**config.mk**
```make
export PLATFORM = sky130hd
export DESIGN_NAME = hcsr04_echo_emulator
export DESIGN_NICKNAME = d
export VERILOG_FILES = /design/src/rtl/hcsr04_pkg.sv /design/src/rtl/sync_2ff.sv /design/src/rtl/hcsr04_echo_emulator.sv
export SDC_FILE = /design/constraint.sdc
export NUM_CORES = 1
export LEC_CHECK = 0
export CELL_PAD_IN_SITES_DETAIL_PLACEMENT = 0
export CELL_PAD_IN_SITES_GLOBAL_PLACEMENT = 1
export CORE_MARGIN = 2
export CORE_UTILIZATION = 49
export CTS_BUF_LIST = sky130_fd_sc_hd__clkbuf_4
export DETAILED_ROUTE_END_ITERATION = 10
export GPL_TIMING_DRIVEN = 0
export PLACE_DENSITY = 0.95
export SLEW_MARGIN = 20
export SYNTH_ARGS = -nofsm -noshare
export SYNTH_HDL_FRONTEND = slang
export SYNTH_SLANG_ARGS = --single-unit
```
**constraint.sdc**
```tcl
create_clock -name clk -period 4 [get_ports clk]
set_input_delay 0.6 -clock clk [delete_from_list [all_inputs] [get_ports clk]]
set_output_delay 0.6 -clock clk [all_outputs]
set_load 0.01 [all_outputs]
```
**src/rtl/hcsr04_pkg.sv**
```systemverilog
// hcsr04_pkg
//   Definitions shared by the HC-SR04 echo emulator and the sensor driver:
//   FSM state encodings, default protocol timing constants and a helper
//   that sizes counters from a set of cycle parameters.
package hcsr04_pkg;

  // Emulator FSM states. Three bits leave two illegal encodings, which the
  // FSM treats as a request to return to IDLE.
  typedef enum logic [2:0] {
    ST_IDLE       = 3'd0,
    ST_TRIG_HIGH  = 3'd1,
    ST_TRIG_STUCK = 3'd2,
    ST_BURST      = 3'd3,
    ST_ECHO       = 3'd4,
    ST_HOLDOFF    = 3'd5
  } hcsr04_state_e;

  // Default timing, in clock cycles.
  localparam int TRIG_PULSE_CYCLES   = 10;     // nominal trig width from the driver
  localparam int ECHO_TIMEOUT_CYCLES = 25000;  // longest echo the driver waits for
  localparam int MEAS_PERIOD_CYCLES  = 50000;  // driver measurement repetition period

  // Largest of five cycle counts; used to size a counter shared by all phases.
  function automatic int max_cycles(input int a, input int b, input int c,
                                    input int d, input int e);
    int m;
    m = a;
    if (b > m) m = b;
    if (c > m) m = c;
    if (d > m) m = d;
    if (e > m) m = e;
    return m;
  endfunction

endpackage

```
**src/rtl/sync_2ff.sv**
```systemverilog
// sync_2ff
//   Single-bit two-flop synchronizer for bringing an asynchronous level into
//   the clk domain. Both flops clear to 0 on reset.
// Ports:
//   clk  in  system clock
//   rst  in  asynchronous reset, active-high
//   d_i  in  asynchronous input level
//   q_o  out synchronized level (two clk edges of latency)
module sync_2ff (
  input  logic clk,
  input  logic rst,
  input  logic d_i,
  output logic q_o
);

  logic meta_q;
  logic sync_q;

  always_ff @(posedge clk or posedge rst) begin
    if (rst) begin
      meta_q <= 1'b0;
      sync_q <= 1'b0;
    end else begin
      meta_q <= d_i;
      sync_q <= meta_q;
    end
  end

  assign q_o = sync_q;

endmodule

```
**src/rtl/hcsr04_echo_emulator.sv**
```systemverilog
// hcsr04_echo_emulator
//   Stands in for an HC-SR04 ultrasonic sensor. A trig pulse of valid width
//   is followed, after a fixed burst delay, by an echo pulse whose length
//   (in cycles) encodes the emulated distance.
// Ports:
//   clk        in   system clock
//   rst        in   asynchronous reset, active-high
//   en         in   1 = accept new trig requests (looked at in IDLE only)
//   trig       in   asynchronous trigger from the ranging initiator
//   echo_width in   requested echo high time, latched when a trig is accepted
//   no_object  in   latched with echo_width; 1 = echo of MAX_ECHO_CYCLES
//   echo       out  registered echo pulse
//   busy       out  1 whenever the FSM is not in IDLE
//   trig_err   out  1-cycle pulse for a trig that is too short or stuck high
//   meas_done  out  1-cycle pulse on the cycle echo falls
//   state_dbg  out  current FSM state encoding, for observation only
module hcsr04_echo_emulator
  import hcsr04_pkg::*;
#(
  parameter int MIN_TRIG_CYCLES    = TRIG_PULSE_CYCLES,
  parameter int MAX_TRIG_CYCLES    = 1000,
  parameter int BURST_DELAY_CYCLES = 400,
  parameter int MAX_ECHO_CYCLES    = ECHO_TIMEOUT_CYCLES,
  parameter int HOLDOFF_CYCLES     = 5000,
  localparam int EW = $clog2(MAX_ECHO_CYCLES + 1),
  localparam int CW = $clog2(max_cycles(MIN_TRIG_CYCLES, MAX_TRIG_CYCLES,
                                        BURST_DELAY_CYCLES, MAX_ECHO_CYCLES,
                                        HOLDOFF_CYCLES) + 1)
) (
  input  logic          clk,
  input  logic          rst,
  input  logic          en,
  input  logic          trig,
  input  logic [EW-1:0] echo_width,
  input  logic          no_object,
  output logic          echo,
  output logic          busy,
  output logic          trig_err,
  output logic          meas_done,
  output logic [2:0]    state_dbg
);

  hcsr04_state_e state_q, state_d;
  logic [CW-1:0] cnt_q, cnt_d;
  logic [EW-1:0] width_q, width_d;
  logic          echo_q, echo_d;
  logic          trig_err_q, trig_err_d;
  logic          meas_done_q, meas_done_d;
  logic          trig_prev_q;
  logic          trig_s;
  logic          trig_rise;
  logic [EW-1:0] width_m1;

  sync_2ff u_trig_sync (
    .clk (clk),
    .rst (rst),
    .d_i (trig),
    .q_o (trig_s)
  );

  // The previous-sample register runs in every state, so a trig that is
  // already high when the FSM reaches IDLE never looks like a new edge.
  assign trig_rise = trig_s & ~trig_prev_q;

  // Echo ends on the cycle the counter reaches W-1; W is never 0.
  assign width_m1 = width_q - EW'(1);

  always_ff @(posedge clk or posedge rst) begin
    if (rst) begin
      state_q     <= ST_IDLE;
      cnt_q       <= '0;
      width_q     <= '0;
      echo_q      <= 1'b0;
      trig_err_q  <= 1'b0;
      meas_done_q <= 1'b0;
      trig_prev_q <= 1'b0;
    end else begin
      state_q     <= state_d;
      cnt_q       <= cnt_d;
      width_q     <= width_d;
      echo_q      <= echo_d;
      trig_err_q  <= trig_err_d;
      meas_done_q <= meas_done_d;
      trig_prev_q <= trig_s;
    end
  end

  always_comb begin
    state_d     = state_q;
    cnt_d       = cnt_q;
    width_d     = width_q;
    echo_d      = 1'b0;
    trig_err_d  = 1'b0;
    meas_done_d = 1'b0;

    case (state_q)
      ST_IDLE: begin
        cnt_d = '0;
        if (trig_rise && en) begin
          state_d = ST_TRIG_HIGH;
          cnt_d   = CW'(1);
        end
      end

      // cnt holds the number of cycles trig_s has been seen high.
      ST_TRIG_HIGH: begin
        if (trig_s) begin
          if (cnt_q == CW'(MAX_TRIG_CYCLES - 1)) begin
            trig_err_d = 1'b1;
            state_d    = ST_TRIG_STUCK;
            cnt_d      = '0;
          end else begin
            cnt_d = cnt_q + CW'(1);
          end
        end else if (cnt_q >= CW'(MIN_TRIG_CYCLES)) begin
          state_d = ST_BURST;
          cnt_d   = '0;
          if (no_object) begin
            width_d = EW'(MAX_ECHO_CYCLES);
          end else if (echo_width == '0) begin
            width_d = EW'(1);
          end else if (echo_width > EW'(MAX_ECHO_CYCLES)) begin
            width_d = EW'(MAX_ECHO_CYCLES);
          end else begin
            width_d = echo_width;
          end
        end else begin
          trig_err_d = 1'b1;
          state_d    = ST_IDLE;
          cnt_d      = '0;
        end
      end

      ST_TRIG_STUCK: begin
        if (!trig_s) begin
          state_d = ST_IDLE;
        end
      end

      ST_BURST: begin
        if (cnt_q == CW'(BURST_DELAY_CYCLES - 1)) begin
          echo_d  = 1'b1;
          state_d = ST_ECHO;
          cnt_d   = '0;
        end else begin
          cnt_d = cnt_q + CW'(1);
        end
      end

      ST_ECHO: begin
        if (cnt_q == CW'(width_m1)) begin
          meas_done_d = 1'b1;
          state_d     = ST_HOLDOFF;
          cnt_d       = '0;
        end else begin
          echo_d = 1'b1;
          cnt_d  = cnt_q + CW'(1);
        end
      end

      ST_HOLDOFF: begin
        if (cnt_q == CW'(HOLDOFF_CYCLES - 1)) begin
          state_d = ST_IDLE;
          cnt_d   = '0;
        end else begin
          cnt_d = cnt_q + CW'(1);
        end
      end

      default: begin
        state_d = ST_IDLE;
        cnt_d   = '0;
      end
    endcase
  end

  assign echo      = echo_q;
  assign trig_err  = trig_err_q;
  assign meas_done = meas_done_q;
  assign busy      = (state_q != ST_IDLE);
  assign state_dbg = state_q;

endmodule
```
After elaboration in Yosys (flattened, before gate mapping)
Index checks and enable logic that the tools add are counted.

Register bits after elaboration: 39. Latch bits: 0. RAM bits: 0. ROM bits: 0. Bits of input ports: 20. Logic and storage cells: 65. Memories: 0.

Add/sub/neg operators: 2. Multipliers: 0. Div/mod/pow operators: 0. $lt $le $gt $ge: 2. Equality and inequality tests: 15. Shifts and indexed selects: 0. Multiplexer cells: 28. Bitwise logic cells: 3. Reduce and logical (&&, ||, !) cells: 6.

Operators with widths (count): $mux 15 (8); $pmux 15 s6 (1); $mux 3 (7); $pmux 3 s6 (1); $add 15x1->15 const B (1); $eq 15x10->1 const B (1); $eq 15x13->1 const B (1); $eq 15x15->1 (1); $eq 15x9->1 const B (1); $ge 15x4->1 const B (1); $gt 15x15->1 const B (1); $logic_not 15->1 (1); $sub 15x1->15 const B (1); $ne 2x2->1 const B (5); $mux 1 (9); $eq 3x2->1 const B (2); $eq 3x3->1 const B (2); $reduce_and 6->1 (1); $eq 3x1->1 const B (1); $logic_not 3->1 (1); $ne 3x3->1 const B (1); $reduce_and 3->1 (1); $reduce_bool 3->1 (1); $mux 2 (1); other kinds (4) (5).

Longest topological paths before layout
Word-level depth: 5. Gate-level depth with buffers: 10.

By module
A second synthesis with hierarchy kept.

Cell total of the unflattened synthesis: 279. Area, all modules: 2439.8 um2.

Modules (own cells, without submodules): hcsr04_echo_emulator (instances 1, cells each 276, area each 2386.0 um2, seq. area each 925.9 um2); sync_2ff (instances 1, cells each 3, area each 53.8 um2, seq. area each 50.0 um2).

Worst setup path after synthesis
No wires, ideal clock.

Kind: register -> register. Start: register width_q[0]. End: register cnt_q[7]. Arrival: 2357 ps. Setup slack: 1521 ps. Cell stages (with the launch flop): 11. Clock period less this slack: 2479 ps. Path through: dfrtp_1 inv_1 ha_1 nor3b_2 a21oi_1 o21a_1 nor4b_1 nand4_2 buf_6 a31oi_1 o21ai_1.

Word-level cells in the longest chain between the ends: 4.

RTL lines: start, declared (RTL line hcsr04_echo_emulator.sv:45) `logic [EW-1:0] width_q, width_d;`; start signal, assigned (RTL line hcsr04_echo_emulator.sv:80) `width_q <= width_d;`; $sub 15x1->15 (RTL line hcsr04_echo_emulator.sv:66) `assign width_m1 = width_q - EW'(1);`; $eq 15x15->1 (RTL line hcsr04_echo_emulator.sv:151) `if (cnt_q == CW'(width_m1)) begin`; $mux 15 (RTL line hcsr04_echo_emulator.sv:151); $pmux 15 s6 (RTL line hcsr04_echo_emulator.sv:96) `case (state_q)`; end signal, assigned (RTL line hcsr04_echo_emulator.sv:79) `cnt_q <= cnt_d;`; end, declared (RTL line hcsr04_echo_emulator.sv:44) `logic [CW-1:0] cnt_q, cnt_d;`.

Every way passes these cells. A chain may end at the register's enable or synchronous reset.

Worst setup path in the final report
Start: register width_q[0]. End: register cnt_q[13].

Same word-level chain as after synthesis.

==> flow_summary.toml <==
[global_route]
first_global_vias = 2376
grt_util_met1_pct = 35.41
grt.busiest_layer = "met2"
grt_max_degree = 23
antenna_found_initial = 0
track_usage_pct = 24.36
met3_usage_pct = 4.659
grt_pass1_wl_mm = 11.91
use_met2_pct = 37.37
grt_overflow = 0

[timing]
skew_ps = 7.649
post-route-period-util_pct = 75.85
rsz0062_at_grt = "false"
min_period_ps = 3034
worst_pin_slew_ps = 971.4
max_slew_margin_pct = 34.64
max_freq_mhz = 329.6
holdWs_ps = 369.4
setup_viol = 0
tns_ps = 0
drv_slew = 0
hold_violations = 0

[min_path]
hold_class = "flop to flop"

[yosys]
yosysTopAreaCell = "dfrtp_1"
synth_area_mm2 = 0.002759
synthArstFlopShare_pct = 100.0
ys_seq_area_share_pct = 35.37
yosysWarnings = 0
synth_edf_count = 0
synth_cell_types = 61
synthCells = 307
postSynthRegisterBits = 39
avgSynthCellArea_um2 = 8.987
synth.top_cell.area_share_pct = 35.37
syn_nets = 330
synth_area_leaders = "dfrtp_1 35%, nand2_1 3.9%, xor2_1 3.2%"
yosys_most_used_dff = "dfrtp_1"

[placed_design]
dp_cells = 406
placed_cell_area_mm2 = 0.003137
gp_congestion = 0.9313
hpwl_mm = 5.305
io_buffers = 26

[clock_network]
htree_levels = 2
clkSinkCount = 39
clk_pin_slew_worst_paths_ps = 130
cts_tree = "yes"
post_cts_buffers = 0
cts_buffers = 5
cts_hold_buf = 0
worstSkewPairLatency_ps = 350
clk_path_buf_depth = 2
cts-root-buf = "clkbuf_4"
cts_resized = 0

[detailed_routing]
wirelength_mm = 7.015
wire_per_inst_um = 16.94
vias = 2518
drt_first_iter_violations = 184
routed_via_density = 6.082
drt_first_pass_iters = 5
drc = 0
antenna_left = 0

[finish]
fin_util_pct = 58.44
fin_nets = 364
areaGrowthSynthToFinish_pct = 15.92
stdcell_count = 414
design_area_mm2 = 0.003198
drive_above_1_share_pct = 12.28
antenna-diode-count = 0

[setup_path]
setup.worst_path.class = "flop to flop"
start_kind = "flop"
crit_fanout = 6
worstPathRequired_ps = 4240
end_kind = "flop"
crit_arrival_ps = 3270

[outcome]
outcome = "completed"

[run]
drv_cap = 0

[die]
die_h_um = 79.04
die-width_um = 79.04
dieArea_mm2 = 0.006247
coreArea_mm2 = 0.005473
rows = 27
start_util_pct = 50.41
io_pins = 27

[power]
p_leak_uw = 0.001258
peakVddDrop_v = 0.0003105
power_density_mw_per_mm2 = 305.4
-- layout make-up --
class	count	area, µm²
clock inverter	3	23.77
inverter	11	41.29
fill	518	2275
clock buffer	5	37.54
multi-input combinational	236	1620
buffer	21	121.4
sequential	39	975.9
timing repair buffer	27	287.8
tap	72	90.09
-- flip-flops by register name (all words and copies together), names as in the netlist --
signal	count
width_q	15
meas_done	1
trig_prev_q	1
u_trig_sync.q_o	1
trig_err	1
echo	1
u_trig_sync.meta_q	1
state_dbg	3
cnt_q	15
-- stage by stage --
step                      setup WS (ps)  total power, µW
after detailed placement           1025            768.1
final                             965.9            976.8
after floorplan                    1521            648.9
after global placement             1104            763.5
after CTS                          1012            981.4
after global routing              709.8             1038
-- path summary, 6_finish.rpt --
kind / to / slack (ps) / startpoint / cells after the start
max: cnt_q[13]$_DFFE_PP0P_ / 970 / width_q[0]$_DFFE_PP0P_ / 9
min: u_trig_sync.q_o$_DFF_PP0_ / 370 / u_trig_sync.meta_q$_DFF_PP0_ / 0
max reg2reg: cnt_q[13]$_DFFE_PP0P_ / 970 / width_q[0]$_DFFE_PP0P_ / 9
min reg2reg: u_trig_sync.q_o$_DFF_PP0_ / 370 / u_trig_sync.meta_q$_DFF_PP0_ / 0
max in group asynchronous: cnt_q[2]$_DFFE_PP0P_ / 2990 / rst / 3
min in group asynchronous: width_q[9]$_DFFE_PP0P_ / 550 / rst / 2
-- metal layers --
layer / up-vias / wire (µm)
li1: 1214 / -
met1: 1212 / 3285
met5: - / 0
met3: 9 / 415
met2: 83 / 3209
met4: 0 / 104
-- worst max-delay path: stages, from the launching register on --
cell	delay [ps]
dfrtp_1	460
inv_1	110
ha_1	300
nor3b_2	380
a21oi_1	170
o21a_1	220
nor4b_1	480
nand4_1	330
a221oi_1	360
o21ai_1	110
-- cells in the mapped netlist (all sizes together), types with 2 or more instances --
cell type / instances
nand4: 5
clkbuf: 12
inv: 11
a21oi: 4
ha: 3
a21boi: 2
and2: 4
nand3b: 4
a221oi: 2
o22ai: 3
nand2b: 4
mux2i: 4
dfrtp: 39
a22o: 8
or2: 3
xnor2: 8
o31ai: 3
and4: 3
nand3: 14
nand2: 30
o221a: 4
nor4: 15
xor2: 10
a211oi: 3
nor2b: 3
a2111oi: 2
nor3b: 2
and3: 4
or3: 11
nand4b: 6
nor3: 8
nor2: 20
or4: 5
o21ai: 13
a31oi: 8
buf: 9
o211ai: 5
-- placed cells by master (no fill, tap or decap), drive strengths merged, types with 3 or more instances in the layout --
| cell type | count |
|---|---|
| nor2b | 3 |
| clkbuf | 17 |
| nor3 | 8 |
| a21oi | 4 |
| a22o | 8 |
| dfrtp | 39 |
| o31ai | 3 |
| nand3 | 14 |
| nor2 | 20 |
| o211ai | 5 |
| xnor2 | 8 |
| or4 | 5 |
| a211oi | 3 |
| a31oi | 8 |
| buf | 10 |
| clkdlybuf4s50 | 26 |
| and2 | 4 |
| nor4 | 15 |
| nand2 | 30 |
| o221a | 4 |
| o21ai | 13 |
| nand4b | 6 |
| nand4 | 5 |
| o22ai | 3 |
| nand2b | 4 |
| xor2 | 10 |
| ha | 3 |
| mux2i | 4 |
| nand3b | 4 |
| or3 | 11 |
| and3 | 4 |
| inv | 12 |
| and4 | 3 |
| or2 | 3 |
-- power by group --
group	internal, µW	switching (µW)	leakage [µW]
Combinational	139	171	0.000717
Sequential	417	39.1	0.000513
Clock	70.4	141	0.0000278
Total	626	350	0.00126
-- logic make-up (layout without fill, tap and decap cells) --
| logic type | Yosys count | after routing | share of synthesized area, % |
|---|---|---|---|
| multiplexers | 5 | 5 | 1.859 |
| AND/OR/NAND/NOR | 144 | 144 | 31.02 |
| flip-flops | 39 | 39 | 35.37 |
| XOR/XNOR | 19 | 19 | 6.531 |
| buffers and inverters | 32 | 67 | 5.895 |
| AO/OA/AOI/OAI | 65 | 65 | 17.96 |
| adder cells (fa/ha/maj) | 3 | 3 | 1.361 |
Power figures use the tool's default switching activity.
